**src/rtl/tug_game_ctrl_if.sv**
```systemverilog
// Player and display bus of the tug-of-war round controller.
//   btn_l/btn_r  : debounced player buttons (level)
//   start/clear  : one-cycle round start / tally clear pulses
//   score        : one-hot rope position, bit 6 = left end
//   led_control  : [1] display enable (blinks on win), [0] winner side
//   winner_valid : round decided
//   wins_l/wins_r: saturating round tallies
// master drives the controls (board/bench); slave is the controller.
interface tug_game_ctrl_if;
  logic       btn_l;
  logic       btn_r;
  logic       start;
  logic       clear;
  logic [6:0] score;
  logic [1:0] led_control;
  logic       winner_valid;
  logic [3:0] wins_l;
  logic [3:0] wins_r;

  modport master (
    output btn_l, btn_r, start, clear,
    input  score, led_control, winner_valid, wins_l, wins_r
  );

  modport slave (
    input  btn_l, btn_r, start, clear,
    output score, led_control, winner_valid, wins_l, wins_r
  );
endinterface

```
**src/rtl/tug_game_ctrl.sv**
```systemverilog
// Tug-of-war round controller.
// Edge-detects both player buttons, walks a single rope LED across a 7-LED
// bar, declares the winner when the rope reaches an end, keeps saturating
// win tallies and blinks the display enable while a winner is shown.
//   clk   : system clock, rising edge
//   rst_n : asynchronous active-low reset
//   io    : tug_game_ctrl_if.slave (buttons, start/clear, score/LED outputs)
// Every output is a flop; score is re-encoded from the next position so it
// is never a decode behind the pos register.
module tug_game_ctrl #(
  parameter int BLINK_DIV = 25000000,
  parameter int CENTER    = 3
) (
  input  logic           clk,
  input  logic           rst_n,
  tug_game_ctrl_if.slave io
);

  localparam int             CW    = $clog2(BLINK_DIV);
  localparam logic [2:0]     CTR   = 3'(CENTER);
  localparam logic [CW-1:0]  BLAST = CW'(BLINK_DIV - 1);

  typedef enum logic [1:0] {IDLE, PLAY, WIN_L, WIN_R} state_t;

  state_t        state;
  logic [2:0]    pos;
  logic [6:0]    score;
  logic [1:0]    led_ctl;
  logic          win_vld;
  logic [3:0]    wins_l, wins_r;
  logic [CW-1:0] blink;
  logic          btn_l_q, btn_r_q;

  logic       press_l, press_r;
  logic [2:0] pos_mv;

  function automatic logic [6:0] onehot(input logic [2:0] p);
    return 7'd1 << p;
  endfunction

  assign press_l = io.btn_l & ~btn_l_q;
  assign press_r = io.btn_r & ~btn_r_q;

  // Only used when exactly one press is present.
  always_comb begin
    pos_mv = pos;
    if (press_l) pos_mv = pos + 3'd1;
    else         pos_mv = pos - 3'd1;
  end

  always_ff @(posedge clk or negedge rst_n) begin
    if (!rst_n) begin
      state   <= IDLE;
      pos     <= CTR;
      score   <= onehot(CTR);
      led_ctl <= 2'b10;
      win_vld <= 1'b0;
      wins_l  <= '0;
      wins_r  <= '0;
      blink   <= '0;
      // History starts high: a button held through reset must be released
      // before it can register a press.
      btn_l_q <= 1'b1;
      btn_r_q <= 1'b1;
    end else begin
      btn_l_q <= io.btn_l;
      btn_r_q <= io.btn_r;
      if (io.clear) begin
        state   <= IDLE;
        pos     <= CTR;
        score   <= onehot(CTR);
        led_ctl <= 2'b10;
        win_vld <= 1'b0;
        wins_l  <= '0;
        wins_r  <= '0;
        blink   <= '0;
      end else if (io.start) begin
        state   <= PLAY;
        pos     <= CTR;
        score   <= onehot(CTR);
        led_ctl <= 2'b10;
        win_vld <= 1'b0;
        blink   <= '0;
      end else begin
        case (state)
          PLAY: begin
            // Simultaneous presses cancel out.
            if (press_l ^ press_r) begin
              pos   <= pos_mv;
              score <= onehot(pos_mv);
              if (pos_mv == 3'd6) begin
                state   <= WIN_L;
                win_vld <= 1'b1;
                led_ctl <= 2'b10;
                blink   <= '0;
                if (wins_l != 4'hf) wins_l <= wins_l + 4'd1;
              end else if (pos_mv == 3'd0) begin
                state   <= WIN_R;
                win_vld <= 1'b1;
                led_ctl <= 2'b11;
                blink   <= '0;
                if (wins_r != 4'hf) wins_r <= wins_r + 4'd1;
              end
            end
          end
          WIN_L, WIN_R: begin
            if (blink == BLAST) begin
              blink      <= '0;
              led_ctl[1] <= ~led_ctl[1];
            end else begin
              blink <= blink + 1'b1;
            end
          end
          default: ;
        endcase
      end
    end
  end

  assign io.score        = score;
  assign io.led_control  = led_ctl;
  assign io.winner_valid = win_vld;
  assign io.wins_l       = wins_l;
  assign io.wins_r       = wins_r;

endmodule

```
**src/flat_wrapper.sv**
```systemverilog
// flat-port wrapper written by rule: the top's interface ports become plain ports
module tug_game_ctrl_flat 
#(
  parameter int BLINK_DIV = 25000000,
  parameter int CENTER    = 3
)
  (clk, rst_n, io_btn_l, io_btn_r, io_start, io_clear, io_score, io_led_control, io_winner_valid, io_wins_l, io_wins_r);
  tug_game_ctrl_if io_i ();
  input  logic clk;
  input  logic rst_n;
  input wire logic [$bits(io_i.btn_l)-1:0] io_btn_l;
  input wire logic [$bits(io_i.btn_r)-1:0] io_btn_r;
  input wire logic [$bits(io_i.start)-1:0] io_start;
  input wire logic [$bits(io_i.clear)-1:0] io_clear;
  output wire logic [$bits(io_i.score)-1:0] io_score;
  output wire logic [$bits(io_i.led_control)-1:0] io_led_control;
  output wire logic [$bits(io_i.winner_valid)-1:0] io_winner_valid;
  output wire logic [$bits(io_i.wins_l)-1:0] io_wins_l;
  output wire logic [$bits(io_i.wins_r)-1:0] io_wins_r;
  assign io_i.btn_l = io_btn_l;
  assign io_i.btn_r = io_btn_r;
  assign io_i.start = io_start;
  assign io_i.clear = io_clear;
  assign io_score = io_i.score;
  assign io_led_control = io_i.led_control;
  assign io_winner_valid = io_i.winner_valid;
  assign io_wins_l = io_i.wins_l;
  assign io_wins_r = io_i.wins_r;
  tug_game_ctrl #(.BLINK_DIV(BLINK_DIV), .CENTER(CENTER)) u_core (.clk(clk), .rst_n(rst_n), .io(io_i));
endmodule
```
**config.mk**
```make
export PLATFORM = sky130hd
export DESIGN_NAME = tug_game_ctrl_flat
export DESIGN_NICKNAME = d
export VERILOG_FILES = /design/src/rtl/tug_game_ctrl_if.sv /design/src/rtl/tug_game_ctrl.sv /design/src/flat_wrapper.sv
export SDC_FILE = /design/constraint.sdc
export NUM_CORES = 1
export LEC_CHECK = 0
export BUFFER_PORTS_ARGS = -buffer_cell sky130_fd_sc_hd__buf_2
export CAP_MARGIN = 5
export CORE_MARGIN = 4
export CORE_UTILIZATION = 35
export DETAILED_ROUTE_END_ITERATION = 8
export GPL_ROUTABILITY_DRIVEN = 0
export GPL_TIMING_DRIVEN = 0
export SLEW_MARGIN = 0
export SYNTH_ARGS = -nofsm -noshare
export SYNTH_HDL_FRONTEND = slang
export SYNTH_SLANG_ARGS = --single-unit
export TNS_END_PERCENT = 10
```
**constraint.sdc**
```tcl
create_clock -name clk -period 2.59 [get_ports clk]
set_clock_uncertainty 0.05 [all_clocks]
set_input_delay 0.259 -clock clk [delete_from_list [all_inputs] [get_ports clk]]
set_output_delay 0.259 -clock clk [all_outputs]
set_load 0.03 [all_outputs]
```
==> results of run 1 <==
worst max-delay path by stage:
stage	start	end	slack, ns	cells past startpoint
2_1_floorplan	u_core.btn_l_q	u_core.blink[19]	0.005	9
3_3_place_gp	u_core.btn_l_q	u_core.blink[6]	-0.30	9
3_5_place_dp	u_core.btn_l_q	u_core.blink[8]	-0.32	9
4_1_cts	u_core.btn_l_q	u_core.io.wins_r[3]	-0.005	9
5_1_grt	u_core.btn_l_q	u_core.blink[8]	-0.04	9
6_report	u_core.btn_l_q	u_core.blink[8]	0.10	9
routing by layer:
metal | global-route usage | part of all wire
met3 | 0.0258 | 0.031
met4 | 0.0391 | 0.011
met5 | 0 | 0
met2 | 0.232 | 0.47
met1 | 0.195 | 0.49
flip-flops by register name, indices dropped and copies added, names as in the netlist:
signal / cells
u_core.io.wins_l: 4
u_core.btn_r_q: 1
u_core.btn_l_q: 1
u_core.io.led_control: 2
u_core.pos: 3
u_core.io.score: 7
u_core.io.wins_r: 4
u_core.state: 2
u_core.blink: 25
what timing repair did:
item	in CTS	in global routing
buffers inserted	1	3
setup endpoints to repair	28	28
pin swaps	4	1
resized for setup	5	5
power groups by stage:
stage,Sequential (mW),Clock [mW],Combinational [mW]
global route,0.791,0.532,0.147
detailed placement,0.803,0,0.124
global placement,0.803,0,0.123
finish,0.788,0.471,0.130
floorplan,0.816,0,0.0634
CTS,0.789,0.488,0.128
layout make-up:
type                            instances  area [µm²]  area share
Buffer                                 13        76.3      0.0245
Inverter                               18        67.6      0.0217
Multi-Input combinational cell        208        1380       0.443
Timing Repair Buffer                   27         145      0.0466
Clock buffer                            8        90.1      0.0289
Tap cell                               99         124      0.0397
Sequential cell                        49        1230       0.396
layout by cell type, fill, tap and decap left out, types with 10 or more instances in the layout:
| cell type | synthesis | layout |
|---|---|---|
| dfrtp_1 | 43 | 43 |
| buf_2 | 5 | 27 |
| a21oi_1 | 19 | 19 |
| inv_1 | 18 | 18 |
| nand2_1 | 18 | 18 |
| nor2_1 | 18 | 18 |
| nand3_1 | 16 | 16 |
| o21ai_1 | 13 | 13 |
| o21ai_0 | 13 | 13 |
| and3_1 | 12 | 12 |
| nor4_1 | 10 | 10 |
per-stage QoR:
stage               cells  hold slack (ns)  power, mW  worst slack (ns)   TNS, ns
finish                422           0.0228       1.39             0.101         0
global route          422          0.00806       1.47           -0.0419    -0.171
CTS                   419          0.00922       1.40          -0.00453  -0.00453
detailed placement    411            0.330      0.927            -0.317     -5.98
global placement      411            0.325      0.925            -0.300     -5.41
floorplan             289          -0.0866      0.879           0.00477         0
cells by family after synthesis:
logic type      after synthesis  share of synthesized area
fa+ha+maj                     9                     0.0441
flops                        49                      0.452
compound gates               76                      0.179
buf+inv                      32                     0.0532
simple gates                109                      0.218
mux                           5                     0.0188
xor+xnor                      9                     0.0344
worst register-to-register path, cell delays in order, from the launching register on:
cell      delay (ns)
dfstp_2         0.36
nand2b_1        0.12
buf_2           0.19
fa_2            0.42
xnor2_4         0.22
xor2_2          0.22
mux2i_2         0.31
o21ai_1         0.17
buf_4           0.21
o21ai_1         0.15
==> summary.md, run 1 <==
| Metric | Value |
|---|---|
| Die X | `slightly below 100 µm` |
| PwrDens | `roughly 450 nW/µm²` |
| Arr. time, crit path | `roughly 2.7 ns` |
| Die area | `9270 µm²` |
| TritonCTS clock tree | `yes` |
| R2R cell count | `9` |
| TritonRoute pass-1 iters | `4` |
| TritonCTS buffer count | `5` |
| Top cell type's share of synthesized area | `0.395` |
| First-pass GRT wire length | `10500 µm` |
| Site Rows | `31` |
| Clock transition at path regs | `about 0.080 ns` |
| Via count | `between 2000 and 2500` |
| Min-Delay Endpoint | `u_core.btn_l_q` |
| Distinct cells, synth | `46` |
| Pin count of the biggest net entering global routing | `50` |
| Status | `finished, final reports clean` |
| Area after DPL | `2970 µm²` |
| #FFs+latches synth | `49` |
| Area leader, netlist | `dfrtp_1` |
| CP max stage delay | `0.42 ns` |
| Vias in the first global route | `2199` |
| RSZ-0062 raised after global routing | `true` |
| Core ar. | `about 7400 µm²` |
| DRC errors left | `0` |
| Worst setup EP type | `flop` |
| Critical path class | `flop to flop` |
| Clk sink count | `just under 50` |
| Cell with the most instances after synthesis | `dfrtp_1` |
| WHS Path Cells | `1` |
| WL final | `6020 µm` |
| CTS root buf | `clkbuf_8` |
| Net Sw Power | `between 0.3 and 0.4 mW` |
| Net Count, Synth | `approximately 300` |
| Leak pwr | `1.40 nW` |
| Vias/cell | `between 5 and 6` |
| Comb power frac | `0.094` |
| Synth cell count leaders | `dfrtp_1, a21oi_1, inv_1, nand2_1, nor2_1` |
| Reg-to-Reg End | `u_core.blink[8]` |
| Grt total ovfl | `0` |
| IO Port Bufs | `23` |
| Total track usage | `0.143` |
| Iteration-0 DRC Markers | `107` |
| Hold_sp | `io_btn_l` |
| Routed Antenna Nets | `0` |
| CP delay by family, top | `XOR/XNOR gates` |
| Final Hold Viols | `0` |
| CP Launch Type | `flop` |
| Most frequent CP cell | `o21ai_1` |
| Buf/Inv on CP | `2` |
| Slowest cell on crit path | `fa_2` |
| Area grow syn2layout | `14.3%` |
| Avg Inst Size Synth | `9.43 µm²` |
| Worst VDD drop | `around 260 µV` |
| Syn Inst Count | `289` |
| Part of the cycle the worst path needs | `0.961` |
| Tmin final | `about 2.5 ns` |
| Post-DP HPWL | `4290 µm` |
| Die Y | `between 90 and 100 µm` |
| F_max | `about 0.4 GHz` |
| Int Pwr | `just over 1 mW` |
| Top_reg_cell synth | `dfrtp_1` |
| Net Sw Frac | `0.252` |
| Layout Utilization | `0.421` |
| Mapped Area | `about 2700 µm²` |
| Clock latency on the worst-skew pair | `approximately 0.31 ns` |
| Routed WL per cell | `approximately 14 µm` |
| Post-synth EDFFs | `0` |
| Initial antenna violation count | `0` |
| Starting Density | `0.368` |
| Asr flop ratio synth | `1.00` |
| # IOs | `24` |
| Max Buffers Root-to-Sink | `2` |
| Hold-fix buffers, CTS | `0` |
| Share of power burned in registers | `0.567` |
| Slew at the pin closest to its max-slew limit | `~1.1 ns` |
| Reg-to-reg startpoint | `u_core.btn_l_q` |
| Synth top area cells | `dfrtp_1, dfstp_2, ha_1, a21oi_1, nand3_1` |
| # setup viols final | `0` |
| Sequential share of the synthesized area | `0.453` |
| Reg2Reg Setup Slack | `just over 0.1 ns` |
| Crit path max fanout | `10` |
| Fin nets | `between 300 and 400` |
| Fin area | `roughly 3100 µm²` |
| CP Data Required Time | `2.76 ns` |
| Syn. warnings | `0` |
| Max_slew headroom | `0.269` |
| Cell Chain, Critical Path | `nand2b_1 -> buf_2 -> fa_2 -> xnor2_4 -> xor2_2 -> mux2i_2 -> o21ai_1 -> buf_4 -> o21ai_1` |
| Share of cells above drive strength 1 | `0.180` |
| H-Tree Depth | `2` |
| Filler cell count | `757` |
| Worst hold path type | `input port to flop` |
| ANT cells | `0` |
| Max-slew violation count | `0` |
| Max Cap Viol | `0` |
| Clk pwr share | `0.339` |
(Power assumes the default switching activity.)
==> inputs of run 2 (changes only) <==
--- a/config.mk
+++ b/config.mk
@@ -8,4 +8,6 @@
 export BUFFER_PORTS_ARGS = -buffer_cell sky130_fd_sc_hd__buf_2
 export CAP_MARGIN = 5
+export CELL_PAD_IN_SITES_DETAIL_PLACEMENT = 1
+export CELL_PAD_IN_SITES_GLOBAL_PLACEMENT = 1
 export CORE_MARGIN = 4
 export CORE_UTILIZATION = 35
@@ -13,4 +15,5 @@
 export GPL_ROUTABILITY_DRIVEN = 0
 export GPL_TIMING_DRIVEN = 0
+export PLACE_DENSITY_LB_ADDON = 0.1
 export SLEW_MARGIN = 0
 export SYNTH_ARGS = -nofsm -noshare
==> constraint.sdc (replaced) <==
create_clock -name clk -period 2.59 [get_ports clk]
set_clock_uncertainty 0.05 [all_clocks]
set_input_delay 0.3885 -clock clk [delete_from_list [all_inputs] [get_ports clk]]
set_output_delay 0.3885 -clock clk [all_outputs]
set_load 0.03 [all_outputs]
==> run 2 against run 1 <==
Compared with the run above:
- via count grew 1.8%
- utilization rose by 0.90 points
- combinational power increased by 16%
- first-iteration DRC count shrank 51%
- critical path type unchanged
- total power grew 0.65%
- worst hold slack improved by 0.11 ns
- die area did not move
- cell count rose by 1.2%
- largest cell class unchanged
- critical path depth unchanged
- clock power shrank 3%
==> summary.md, run 2 (same netlist as run 1, synthesis figures left out) <==
| Metric | Value |
|---|---|
| ANT cells | `0 (unchanged)` |
| Final Hold Viols | `0 (unchanged)` |
| Worst hold path type | `input port to flop` |
| Max Buffers Root-to-Sink | `2 (unchanged)` |
| Hold_sp | `io_btn_r` |
| Min-Delay Endpoint | `u_core.btn_r_q` |
| Site Rows | `31 (unchanged)` |
| Routed WL per cell | `16.3 µm (+15%)` |
| Most frequent cells in the layout | `dfrtp_1, buf_2, a21oi_1` |
| TritonRoute pass-1 iters | `4 (unchanged)` |
| RSZ-0062 raised after global routing | `true` |
| Most common cell after layout, fill and taps aside | `dfrtp_1` |
| Share of power burned in registers | `0.564 (-0.003)` |
| Die X | `96.3 µm (unchanged)` |
| CTS root buf | `clkbuf_8` |
| H-Tree Depth | `2 (unchanged)` |
| Clock latency on the worst-skew pair | `0.30 ns (about the same)` |
| Clock transition at path regs | `0.09 ns (about the same)` |
| Routed Antenna Nets | `0 (unchanged)` |
| Total power | `1.40 mW (+0.65%)` |
| Starting Density | `0.368 (unchanged)` |
| Arr. time, crit path | `2.70 ns (+0.04 ns)` |
| Worst VDD drop | `162 µV (-39%)` |
| Comb power frac | `0.108 (+0.014)` |
| Setup crit start | `u_core.btn_l_q` |
| Initial antenna violation count | `0 (unchanged)` |
| IO Port Bufs | `23 (unchanged)` |
| Met3 wire length | `236 µm (+27%)` |
| Crit path max fanout | `5 (-5)` |
| Area grow syn2layout | `16.8%` |
| Reg-to-reg startpoint | `u_core.btn_l_q` |
| Net Sw Frac | `0.270 (+0.0174)` |
| Grt total ovfl | `0 (unchanged)` |
| Met1 Wirelength | `3320 µm (+14%)` |
| Share of cells above drive strength 1 | `0.201 (+0.0217)` |
| Int Pwr | `1.02 mW (-1.7%)` |
| Post-DP HPWL | `4820 µm (+12%)` |
| Critical path class | `flop to flop` |
| Tmin final | `2.56 ns (+0.0728 ns)` |
| Die Y | `96.3 µm (unchanged)` |
| Part of the cycle the worst path needs | `0.989 (+0.0281)` |
| Max_slew headroom | `0.244 (-0.0252)` |
| Vias/cell | `5.40 (+0.57%)` |
| # IOs | `24 (unchanged)` |
| CP Data Required Time | `2.73 ns (-0.03 ns)` |
| Fin nets | `342 (+1.5%)` |
| Net Sw Power | `0.377 mW (+7.6%)` |
| TritonCTS buffer count | `5 (unchanged)` |
| CP Launch Type | `flop` |
| Cells after DPL | `411 (unchanged)` |
| DRC errors left | `0 (unchanged)` |
| Reg-to-Reg End | `u_core.blink[19]` |
| PwrDens | `439 nW/µm² (-1.4%)` |
| Max-slew violation count | `0 (unchanged)` |
| Iteration-0 DRC Markers | `52 (-51%)` |
| Hold-fix buffers, CTS | `0 (unchanged)` |
| Leak pwr | `1.44 nW (+3.0%)` |
| Die area | `9270 µm² (unchanged)` |
| Vias in the first global route | `2362 (+7.4%)` |
| WHS Path Cells | `1 (unchanged)` |
| Via count | `2306 (+1.8%)` |
| R2R cell count | `9 (unchanged)` |
| Top flop regs | `u_core.blink x25, u_core.io.score x7` |
| First-pass GRT wire length | `11800 µm (+13%)` |
| WL final | `6980 µm (+16%)` |
| Total track usage | `0.164 (+0.0211)` |
| Top layer in use | `met4` |
| Core ar. | `7410 µm² (unchanged)` |
| Clk sink count | `49 (unchanged)` |
| DR WL met2 | `3360 µm (+18%)` |
| # setup viols final | `0 (unchanged)` |
| Status | `finished, final reports clean` |
| F_max | `0.390 GHz (-2.8%)` |
| Reg2Reg Setup Slack | `0.03 ns (-0.07 ns)` |
| Worst setup EP type | `flop` |
| Slew at the pin closest to its max-slew limit | `1.13 ns (+0.0378 ns)` |
| Max Cap Viol | `0 (unchanged)` |
| Post-Layout Cell Count | `427 (+1.2%)` |
| Pin count of the biggest net entering global routing | `50 (unchanged)` |
| Largest Register | `u_core.blink` |
| TritonCTS clock tree | `yes` |
| Clk pwr share | `0.328 (-0.011)` |
| Max reg flops | `25 (unchanged)` |
[run 2: per-stage QoR]
stage | setup TNS [ns] | instance area [µm²] | worst slack, ns | hold WS (ns) | util
2_1_floorplan | 0 | 2730 | 0.00477 | 0.0429 | -
3_3_place_gp | -9.83 | 2970 | -0.489 | 0.426 | 0.400
3_5_place_dp | -9.94 | 2970 | -0.494 | 0.432 | 0.400
4_1_cts | 0 | 3100 | 0.00532 | 0.122 | 0.419
5_1_grt | -0.581 | 3180 | -0.0711 | 0.119 | 0.430
6_report | 0 | 3180 | 0.0284 | 0.135 | 0.430
[run 2: critical path, stage by stage (launching register included)]
cell and delay [ns]:
dfstp_2 0.37, nand2b_4 0.13, buf_6 0.12, fa_2 0.37
xnor2_2 0.23, xor2_2 0.27, mux2i_2 0.13, o21a_2 0.30
buf_8 0.15, a221o_1 0.31
[run 2: layer usage]
metal | up-vias | GRT usage
li1 | 1126 | -
met1 | 1143 | 0.219
met2 | 32 | 0.273
met3 | 5 | 0.0250
met4 | 0 | 0.0474
met5 | - | 0
[run 2: area by class of cell]
| type | count | area (µm²) |
|---|---|---|
| repair buffers | 31 | 200 |
| inverters | 18 | 67.6 |
| multi-input cells | 208 | 1380 |
| clock buffers | 6 | 72.6 |
| clock inverters | 2 | 10.0 |
| fillers | 880 | 4230 |
| well taps | 99 | 124 |
| plain buffers | 14 | 97.6 |
| flip-flops and latches | 49 | 1230 |
[run 2: worst max path at each step]
| stage | to | slack [ns] | cells after the start |
|---|---|---|---|
| final | u_core.blink[19] | 0.03 | 9 |
| after global routing | u_core.blink[1] | -0.07 | 9 |
| after CTS | u_core.blink[19] | 0.005 | 9 |
| after detailed placement | u_core.blink[2] | -0.49 | 10 |
| after global placement | u_core.blink[2] | -0.49 | 10 |
| after floorplan | u_core.blink[19] | 0.005 | 9 |
[run 2: power groups by stage]
stage	Combinational [mW]	Sequential, mW	Clock, mW
5_1_grt	0.168	0.791	0.507
3_3_place_gp	0.128	0.803	0
2_1_floorplan	0.0634	0.816	0
3_5_place_dp	0.130	0.804	0
6_report	0.151	0.789	0.458
4_1_cts	0.139	0.789	0.484
[run 2: repair_timing]
| action | in CTS | in global routing |
|---|---|---|
| hold endpoints to repair | 0 | 0 |
| cloned | 0 | 1 |
| buffers inserted | 4 | 3 |
| endpoints found under the setup margin | 30 | 23 |
| gates resized for setup | 8 | 10 |
| pin swaps | 4 | 14 |
